===== src/rtl/aq_spsram_pkg.sv =====
// rtl/aq_spsram_pkg.sv - shared types and constants for the single-port SRAM controller
package aq_spsram_pkg;

    typedef enum logic {
        ST_INIT = 1'b0,
        ST_RUN  = 1'b1
    } aq_spsram_state_e;

    localparam int RSP_FIFO_DEPTH = 4;
    localparam int RSP_PTR_W      = 2;
    localparam int CREDIT_W       = 3;

endpackage


===== src/rtl/aq_spsram_if.sv =====
// rtl/aq_spsram_if.sv - request/response stream bundle between refill logic and the SRAM controller
interface aq_spsram_if #(
    parameter int ADDR_WIDTH = 7,
    parameter int DATA_WIDTH = 8
);
    logic                  req_vld;
    logic                  req_rdy;
    logic                  req_wr;
    logic [ADDR_WIDTH-1:0] req_addr;
    logic [DATA_WIDTH-1:0] req_wdata;
    logic [DATA_WIDTH-1:0] req_wmask;
    logic                  rsp_vld;
    logic                  rsp_rdy;
    logic [DATA_WIDTH-1:0] rsp_rdata;

    modport master (
        output req_vld, req_wr, req_addr, req_wdata, req_wmask, rsp_rdy,
        input  req_rdy, rsp_vld, rsp_rdata
    );

    modport slave (
        input  req_vld, req_wr, req_addr, req_wdata, req_wmask, rsp_rdy,
        output req_rdy, rsp_vld, rsp_rdata
    );
endinterface


===== src/rtl/aq_spsram_rsp_fifo.sv =====
// rtl/aq_spsram_rsp_fifo.sv - 4-entry read-response FIFO; push and pop may coincide at any occupancy
module aq_spsram_rsp_fifo
    import aq_spsram_pkg::*;
#(
    parameter int DATA_WIDTH = 8
) (
    input  logic                  forever_cpuclk,
    input  logic                  cpurst_b,
    input  logic                  push,
    input  logic [DATA_WIDTH-1:0] push_data,
    input  logic                  pop,
    output logic [DATA_WIDTH-1:0] head,
    output logic                  full,
    output logic                  empty
);

    logic [DATA_WIDTH-1:0] mem [RSP_FIFO_DEPTH];
    logic [RSP_PTR_W-1:0]  wr_ptr;
    logic [RSP_PTR_W-1:0]  rd_ptr;
    logic [RSP_PTR_W:0]    count;

    assign full  = (count == (RSP_PTR_W + 1)'(RSP_FIFO_DEPTH));
    assign empty = (count == '0);
    assign head  = mem[rd_ptr];

    always_ff @(posedge forever_cpuclk or negedge cpurst_b) begin
        if (!cpurst_b) begin
            wr_ptr <= '0;
            rd_ptr <= '0;
            count  <= '0;
            for (int i = 0; i < RSP_FIFO_DEPTH; i++) begin
                mem[i] <= '0;
            end
        end else begin
            if (push) begin
                mem[wr_ptr] <= push_data;
                wr_ptr      <= wr_ptr + RSP_PTR_W'(1);
            end
            if (pop) begin
                rd_ptr <= rd_ptr + RSP_PTR_W'(1);
            end
            case ({push, pop})
                2'b10:   count <= count + (RSP_PTR_W + 1)'(1);
                2'b01:   count <= count - (RSP_PTR_W + 1)'(1);
                default: count <= count;
            endcase
        end
    end

    // Read credits bound occupancy, so a push into a full FIFO without a pop is a controller bug.
    a_no_overflow: assert property (@(posedge forever_cpuclk) disable iff (!cpurst_b)
        !(push && full && !pop));

endmodule


===== src/rtl/aq_spsram_ctrl.sv =====
// rtl/aq_spsram_ctrl.sv - single-port SRAM initiator with credit-limited in-order read returns; AQ_SPSRAM_INIT_EN adds a post-reset zero-fill sweep
module aq_spsram_ctrl
    import aq_spsram_pkg::*;
#(
    parameter int ADDR_WIDTH = 7,
    parameter int DATA_WIDTH = 8
) (
    input  logic                  forever_cpuclk,
    input  logic                  cpurst_b,
    aq_spsram_if.slave            bus,
    output logic [ADDR_WIDTH-1:0] sram_a,
    output logic                  sram_cen,
    output logic                  sram_gwen,
    output logic [DATA_WIDTH-1:0] sram_wen,
    output logic [DATA_WIDTH-1:0] sram_d,
    input  logic [DATA_WIDTH-1:0] sram_q,
    output logic                  init_done
);

    logic [CREDIT_W-1:0] rd_credit;
    logic                rd_s1;
    logic                rd_s2;
    logic                run;
    logic                req_acc;
    logic                rd_acc;
    logic                rsp_pop;
    logic                fifo_full;
    logic                fifo_empty;

`ifdef AQ_SPSRAM_INIT_EN
    aq_spsram_state_e      state;
    logic [ADDR_WIDTH-1:0] sweep_addr;
    assign run = (state == ST_RUN);
`else
    assign run = 1'b1;
`endif

    assign init_done   = run;
    // Writes never need a credit; reads stall once every FIFO slot is spoken for.
    assign bus.req_rdy = cpurst_b & run & (bus.req_wr | (rd_credit < CREDIT_W'(RSP_FIFO_DEPTH)));
    assign req_acc     = bus.req_vld & bus.req_rdy;
    assign rd_acc      = req_acc & ~bus.req_wr;
    assign bus.rsp_vld = ~fifo_empty;
    assign rsp_pop     = bus.rsp_vld & bus.rsp_rdy;

    always_ff @(posedge forever_cpuclk or negedge cpurst_b) begin
        if (!cpurst_b) begin
            sram_a    <= '0;
            sram_cen  <= 1'b1;
            sram_gwen <= 1'b1;
            sram_wen  <= '1;
            sram_d    <= '0;
            rd_s1     <= 1'b0;
            rd_s2     <= 1'b0;
            rd_credit <= '0;
`ifdef AQ_SPSRAM_INIT_EN
            state      <= ST_INIT;
            sweep_addr <= '0;
`endif
        end else begin
            rd_s1 <= rd_acc;
            rd_s2 <= rd_s1;
            case ({rd_acc, rsp_pop})
                2'b10:   rd_credit <= rd_credit + CREDIT_W'(1);
                2'b01:   rd_credit <= rd_credit - CREDIT_W'(1);
                default: rd_credit <= rd_credit;
            endcase
            sram_cen  <= 1'b1;
            sram_gwen <= 1'b1;
            sram_wen  <= '1;
`ifdef AQ_SPSRAM_INIT_EN
            if (state == ST_INIT) begin
                sram_cen   <= 1'b0;
                sram_gwen  <= 1'b0;
                sram_wen   <= '0;
                sram_a     <= sweep_addr;
                sram_d     <= '0;
                sweep_addr <= sweep_addr + ADDR_WIDTH'(1);
                if (&sweep_addr) begin
                    state <= ST_RUN;
                end
            end
`endif
            if (req_acc) begin
                sram_cen  <= 1'b0;
                sram_a    <= bus.req_addr;
                sram_gwen <= ~bus.req_wr;
                sram_wen  <= bus.req_wr ? ~bus.req_wmask : '1;
                sram_d    <= bus.req_wdata;
            end
        end
    end

    // rd_s2 is the cycle the macro presents Q for the read issued two edges earlier.
    aq_spsram_rsp_fifo #(
        .DATA_WIDTH (DATA_WIDTH)
    ) u_rsp_fifo (
        .forever_cpuclk (forever_cpuclk),
        .cpurst_b       (cpurst_b),
        .push           (rd_s2),
        .push_data      (sram_q),
        .pop            (rsp_pop),
        .head           (bus.rsp_rdata),
        .full           (fifo_full),
        .empty          (fifo_empty)
    );

    logic unused_full;
    assign unused_full = fifo_full;

endmodule


===== src/flat_wrapper.sv =====
// flat-port wrapper written by rule: the top's interface ports become plain ports
module aq_spsram_ctrl_flat import aq_spsram_pkg::*;
#(
    parameter int ADDR_WIDTH = 7,
    parameter int DATA_WIDTH = 8
)
  (forever_cpuclk, cpurst_b, sram_a, sram_cen, sram_gwen, sram_wen, sram_d, sram_q, init_done, bus_req_vld, bus_req_wr, bus_req_addr, bus_req_wdata, bus_req_wmask, bus_rsp_rdy, bus_req_rdy, bus_rsp_vld, bus_rsp_rdata);
  aq_spsram_if #(.ADDR_WIDTH(ADDR_WIDTH), .DATA_WIDTH(DATA_WIDTH)) bus_i ();
  input  logic forever_cpuclk;
  input  logic cpurst_b;
  output logic [ADDR_WIDTH-1:0] sram_a;
  output logic sram_cen;
  output logic sram_gwen;
  output logic [DATA_WIDTH-1:0] sram_wen;
  output logic [DATA_WIDTH-1:0] sram_d;
  input  logic [DATA_WIDTH-1:0] sram_q;
  output logic init_done;
  input wire logic [$bits(bus_i.req_vld)-1:0] bus_req_vld;
  input wire logic [$bits(bus_i.req_wr)-1:0] bus_req_wr;
  input wire logic [$bits(bus_i.req_addr)-1:0] bus_req_addr;
  input wire logic [$bits(bus_i.req_wdata)-1:0] bus_req_wdata;
  input wire logic [$bits(bus_i.req_wmask)-1:0] bus_req_wmask;
  input wire logic [$bits(bus_i.rsp_rdy)-1:0] bus_rsp_rdy;
  output wire logic [$bits(bus_i.req_rdy)-1:0] bus_req_rdy;
  output wire logic [$bits(bus_i.rsp_vld)-1:0] bus_rsp_vld;
  output wire logic [$bits(bus_i.rsp_rdata)-1:0] bus_rsp_rdata;
  assign bus_i.req_vld = bus_req_vld;
  assign bus_i.req_wr = bus_req_wr;
  assign bus_i.req_addr = bus_req_addr;
  assign bus_i.req_wdata = bus_req_wdata;
  assign bus_i.req_wmask = bus_req_wmask;
  assign bus_i.rsp_rdy = bus_rsp_rdy;
  assign bus_req_rdy = bus_i.req_rdy;
  assign bus_rsp_vld = bus_i.rsp_vld;
  assign bus_rsp_rdata = bus_i.rsp_rdata;
  aq_spsram_ctrl #(.ADDR_WIDTH(ADDR_WIDTH), .DATA_WIDTH(DATA_WIDTH)) u_core (.forever_cpuclk(forever_cpuclk), .cpurst_b(cpurst_b), .bus(bus_i), .sram_a(sram_a), .sram_cen(sram_cen), .sram_gwen(sram_gwen), .sram_wen(sram_wen), .sram_d(sram_d), .sram_q(sram_q), .init_done(init_done));
endmodule

===== config.mk =====
export PLATFORM = sky130hd
export DESIGN_NAME = aq_spsram_ctrl_flat
export DESIGN_NICKNAME = d
export VERILOG_FILES = /design/src/rtl/aq_spsram_pkg.sv /design/src/rtl/aq_spsram_if.sv /design/src/rtl/aq_spsram_rsp_fifo.sv /design/src/rtl/aq_spsram_ctrl.sv /design/src/flat_wrapper.sv
export SDC_FILE = /design/constraint.sdc
export NUM_CORES = 1
export LEC_CHECK = 0
export BUFFER_PORTS_ARGS = -buffer_cell sky130_fd_sc_hd__buf_2
export CELL_PAD_IN_SITES_DETAIL_PLACEMENT = 1
export CELL_PAD_IN_SITES_GLOBAL_PLACEMENT = 2
export CORE_ASPECT_RATIO = 1.75
export CORE_MARGIN = 2
export CORE_UTILIZATION = 36
export CTS_CLUSTER_SIZE = 10
export DETAILED_ROUTE_END_ITERATION = 8
export PLACE_DENSITY_LB_ADDON = 0.08
export SYNTH_ARGS = -nofsm -noshare
export SYNTH_HDL_FRONTEND = slang
export SYNTH_HIERARCHICAL = 1
export SYNTH_SLANG_ARGS = --single-unit

===== constraint.sdc =====
create_clock -name forever_cpuclk -period 2.1 [get_ports forever_cpuclk]
set_input_delay 0.42 -clock forever_cpuclk [delete_from_list [all_inputs] [get_ports forever_cpuclk]]
set_output_delay 0.42 -clock forever_cpuclk [all_outputs]
set_load 0.02 [all_outputs]

# Word-level counts from Yosys, hierarchy flattened
# Index checks and enable logic that the tools add are counted.
dict set report word_totals {
  wordCells 55
  output_inout_bits 36
  reg_bits 69
  inputBits 36
}
dict set report classes {
  bitwise 10
  n_reduce_logical 4
  addsub 6
  n_eq_ne 4
  order_cmp 4
  mux 12
}
# cell count
set op_table {}
lappend op_table {{two-way mux 8 bit} 5}
lappend op_table {{bitwise mux 32 bit} 1}
lappend op_table {{binary-select mux 8 bit (select 2 bit)} 1}
lappend op_table {{demux 8 bit (select 2 bit)} 1}
lappend op_table {{case mux 3 bit (2 select lines)} 2}
lappend op_table {{inverter 8 bit} 1}
lappend op_table {{adder 3 x 1 -> 3 bit (second input constant)} 2}
lappend op_table {{>= comparator 3 bit (second input constant)} 2}
lappend op_table {{inverter 2 -> 3 bit} 2}
lappend op_table {{subtractor 3 x 1 -> 3 bit (second input constant)} 2}
lappend op_table {{adder 2 x 1 -> 2 bit (second input constant)} 2}
lappend op_table {{AND 1 bit} 4}
lappend op_table {{== test 2 x 1 -> 1 bit (second input constant)} 2}
lappend op_table {{== test 2 bit (second input constant)} 2}
lappend op_table {{nonzero test 2 bit} 2}
lappend op_table {{zero test 3 bit} 1}
lappend op_table {{less-than comparator 3 x 1 -> 1 bit (second input constant)} 1}
lappend op_table {{less-than comparator 3 bit (second input constant)} 1}
lappend op_table {{two-way mux 1 bit} 2}
lappend op_table {{inverter 1 bit} 2}
lappend op_table {{logical AND 1 bit} 1}
lappend op_table {{bitwise OR 1 bit} 1}

# Logic depth before layout (Yosys ltp)
dict set report depth {
  ltp_word 7
  depth_mapped 8
  depth_no_buf 8
}

# By module
# Netlist, hierarchy kept.
# module seq_area_each_um2 cells_each area_per_inst_um2 n_inst
set modules_own_cells {}
lappend modules_own_cells {aq_spsram_rsp_fifo 975.9 111 1760.4 1}
lappend modules_own_cells {aq_spsram_ctrl 763.2 80 1192.4 1}

# Worst setup path after synthesis
# OpenSTA, ideal clock, no wires.
dict set report synth_path {
  path_kind {input -> register}
  from {in cpurst_b}
  to {reg u_core.rd_credit[1]}
  path_stages 6
  path_slack_ns 0.275
  t_arrival_ns 1.743
  path_buffers 0
  setup_ns 0.083
  required_ns 2.017
  path_cell_list {nand2_1 -> or3_2 -> ha_1 -> inv_1 -> fa_1 -> o21ai_0}
}
dict set report synth_via {
  elab_chain_len 5
  elab_cells_between_ends 7
  cone_classes {eq/ne: 2; mux: 1; bitwise: 3; reduce/logical: 1}
}
# element line
set synth_rtl {}
lappend synth_rtl {{from (decl)} flat_wrapper.sv:10} ;# input logic cpurst_b;
lappend synth_rtl {{AND 1 bit *} aq_spsram_ctrl.sv:40} ;# assign bus.req_rdy = cpurst_b & run & (bus.req_wr | (rd_credit < CREDIT_W'(RSP_FIFO_DEPTH)));
lappend synth_rtl {{AND 1 bit *} aq_spsram_ctrl.sv:41} ;# assign req_acc = bus.req_vld & bus.req_rdy;
lappend synth_rtl {{AND 1 bit *} aq_spsram_ctrl.sv:42} ;# assign rd_acc = req_acc & ~bus.req_wr;
lappend synth_rtl {{== test 2 x 1 -> 1 bit or == test 2 bit (tied branches)} aq_spsram_ctrl.sv:63} ;# case ({rd_acc, rsp_pop})
lappend synth_rtl {{case mux 3 bit (2 select lines) or nonzero test 2 bit (tied branches)} -}
lappend synth_rtl {{to (signal assigned)} aq_spsram_ctrl.sv:64} ;# 2'b10: rd_credit <= rd_credit + CREDIT_W'(1);
lappend synth_rtl {{to (signal assigned)} aq_spsram_ctrl.sv:65} ;# 2'b01: rd_credit <= rd_credit - CREDIT_W'(1);
lappend synth_rtl {{to (signal assigned)} aq_spsram_ctrl.sv:66} ;# default: rd_credit <= rd_credit;
lappend synth_rtl {{to (decl)} aq_spsram_ctrl.sv:20} ;# logic [CREDIT_W-1:0] rd_credit;
# Mark *: on every way between the ends. The rest lies on a longest branch, timed or not.
# A chain may end at the register's enable or synchronous reset.

# Worst setup path in the final report
dict set report layout_path {
  from {reg u_core.u_rsp_fifo.rd_ptr[0]}
  to {out bus_rsp_rdata[7]}
}
dict set report layout_via {
  elab_chain_len 4
}
# element line
set layout_rtl {}
lappend layout_rtl {{from (decl)} aq_spsram_rsp_fifo.sv:19} ;# logic [RSP_PTR_W-1:0] rd_ptr;
lappend layout_rtl {{from (signal assigned)} aq_spsram_rsp_fifo.sv:40} ;# rd_ptr <= rd_ptr + RSP_PTR_W'(1);
lappend layout_rtl {{inverter 2 -> 3 bit (implied by the code)} aq_spsram_rsp_fifo.sv:24} ;# assign head = mem[rd_ptr];
lappend layout_rtl {{binary-select mux 8 bit (select 2 bit)} aq_spsram_rsp_fifo.sv:24}
lappend layout_rtl {{two-way mux 8 bit (implied by the code) (2 in series)} aq_spsram_rsp_fifo.sv:24}
lappend layout_rtl {{to (decl)} flat_wrapper.sv:26} ;# output wire logic [$bits(bus_i.rsp_rdata)-1:0] bus_rsp_rdata;
# No other way between the ends. The select of a mux whose other input is x is not followed.

==> reports/results.txt <==
remaining antenna violation count - 0
relative max-transition margin - 58.8%
sum of negative setup slack - 0 ns
largest net degree at the start of global routing - 50
routed vias/inst - 4.75
gr ovfl total - 0
CTS H-tree depth - 3
CP max stage cell - mux4_2
setup violators final - 0
area of the multi-input gates - 1090 µm²
Leak - 1.72 nW
placer's final routability congestion estimate - 0.742
Max clock buf depth - 2
Avg Synthesized Cell Area - 15.5 µm²
Post-Route WL - 5880 µm
Core Region - 7960 µm²
CP Capture Type - output port
synthesis-to-finish area growth - 25.6%
Antenna Cells - 0
DRT Pass-1 Iters - 4
initial antenna violation count - 0
Ys Warns - 6
final std cells w/o fill - 365
DRC viols - 0
reg2reg start - u_core/u_rsp_fifo/count[0]
Crit path depth - 3
WS Path Type - reg -> out
worst slew pin tran - 0.618 ns
pwr dens - 1500 nW/µm²
FP Rows - 43
nets - 314
Peak Freq - 498 MHz
vias - 1733
WP data required - 1.68 ns
CP Buf/Inv Count - 2
Post-CTS Setup Bufs - 0
delay of the slowest critical-path stage - 0.49 ns
Post-Layout Inst Area - 3700 µm²
Worst R2R Path Depth - 8
chip width - 72.4 µm
first-pass GRT wire length - 9650 µm
DP Cell Count - 349
status - completed
Placed Area - 3400 µm²
Global Route Usage Sum - 15.1%
R2R Path End - u_core/u_rsp_fifo/count[2]
Port Buf Inserts - 70
Die Y - 124 µm
Mapped Nets - 234
TritonCTS clock tree - done
Clock Skews - 0.00607 ns
cell count after synthesis - 190
crit-path max FO - 8
CTS root buf - clkbuf_16
layout cell share with drive strength beyond 1 - 58.9%
vias in the first global route - 1964
DR iter-0 viols - 77
total area of sequential cells - 1740 µm²
CTS Sinks - 69
Power Total - 5.54 mW
# Max-Cap Violations - 0
Final Util - 46.5%
critical path, cell by cell - buf_12 > mux4_2 > buf_2
worst IR drop on VDD - 0.000663 V
max-slew violations - 0
die area - 8950 µm²
post-DP HPWL - 4250 µm
# IOs - 72
R2R Setup Slk - 0.26 ns
clock-pin slew of the registers on the worst-case setup and hold paths - 0.05 ns
minimum clock period after layout - 2.01 ns
Starting Density - 37.0%
drt wl/cell - 16.1 µm
crit-path leading delay family - multiplexers
Final Hold Violating Endpoints - 0
Fill cells - 840
CTS Buf Count - 9
startpoint types - flip-flop
Post-Syn Area - 2950 µm²
Tcrit/Tclk final - 95.6%
Clk Latency, worst-skew pair - 0.33 ns
Hold Path Class - in -> async
worst path arrival time - 1.59 ns
RSZ-0062 raised after global routing - no
## timing repair
item                                    4_1_cts  5_1_grt
hold buffers                                  0        0
resized for setup                             0        1
endpoints found under the setup margin        0        1
## routing by layer
metal / share of wire, % / global-route usage [%]
met5: 0 / 0
met1: 38 / 15.8
met4: 2.9 / 9.38
met2: 55 / 26.8
met3: 4.5 / 3.24
## area by class of cell
type | instances | area share, %
Clock buffer | 15 | 7.23
Clock inverter | 1 | 0.811
Inverter | 13 | 1.32
Multi-Input combinational cell | 101 | 29.6
Sequential cell | 69 | 47.0
Tap cell | 90 | 3.04
Timing Repair Buffer | 76 | 11.0
## stage by stage
step           setup slack [ns]  hold WS (ns)
2_1_floorplan             0.275         0.124
3_3_place_gp              0.102         0.336
3_5_place_dp             0.0313         0.336
4_1_cts                  0.0571         0.128
5_1_grt                  0.0173         0.140
6_report                 0.0914         0.120
## power by group
| group | total (mW) | switching [mW] | leakage (nW) | internal (mW) |
|---|---|---|---|---|
| sequential | 2.18 | 0.318 | 0.800 | 1.86 |
| combinational | 1.85 | 0.861 | 0.778 | 0.990 |
| clock | 1.51 | 0.524 | 0.144 | 0.986 |
| total | 5.54 | 1.70 | 1.72 | 3.84 |
## flip-flops by register name, summed over array words and instances, names as in the netlist, 2 cells and up
register / count
u_core/sram_wen: 8
u_core/u_rsp_fifo/count: 3
u_core/sram_a: 7
u_core/rd_credit: 3
u_core/u_rsp_fifo/rd_ptr: 2
u_core/sram_d: 8
u_core/u_rsp_fifo/mem: 32
u_core/u_rsp_fifo/wr_ptr: 2
## worst register-to-register path, delay by kind of cell, from the launching register on
| kind | cells | cell delay, ns |
|---|---|---|
| DFF | 1 | 0.38 |
| buffers and inverters | 1 | 0.06 |
| xor gates and xnor gates | 2 | 0.31 |
| and+or+nand+nor | 3 | 0.43 |
| adders and majority gates | 2 | 0.59 |
## worst max-delay path by stage
stage / startpoint / end
after floorplan: cpurst_b / u_core/rd_credit[1]
after global placement: cpurst_b / u_core/rd_credit[2]
after detailed placement: bus_rsp_rdy / u_core/u_rsp_fifo/count[2]
after CTS: u_core/u_rsp_fifo/rd_ptr[0] / bus_rsp_rdata[5]
after global routing: u_core/u_rsp_fifo/rd_ptr[0] / bus_rsp_rdata[4]
final: u_core/u_rsp_fifo/rd_ptr[0] / bus_rsp_rdata[7]
## cells in the final DEF (no fill, tap or decap)
master	instances
xor2_1	6
buf_12	1
and2_2	1
nand2b_1	1
xnor2_1	3
clkbuf_1	4
bufinv_16	1
mux2_2	38
o21ai_0	2
or3_2	1
ha_1	6
nand2_2	4
buf_4	5
conb_1	1
mux4_2	8
mux2i_1	1
dfstp_2	10
mux2_4	9
inv_1	13
nand2_1	12
clkbuf_8	2
dfrtp_1	59
clkbuf_16	9
and3_2	1
nor2_1	2
nor3_1	1
nor2b_2	1
buf_2	70
fa_1	2
nor2b_4	1
Note: power is estimated with default switching activity, not from simulation.
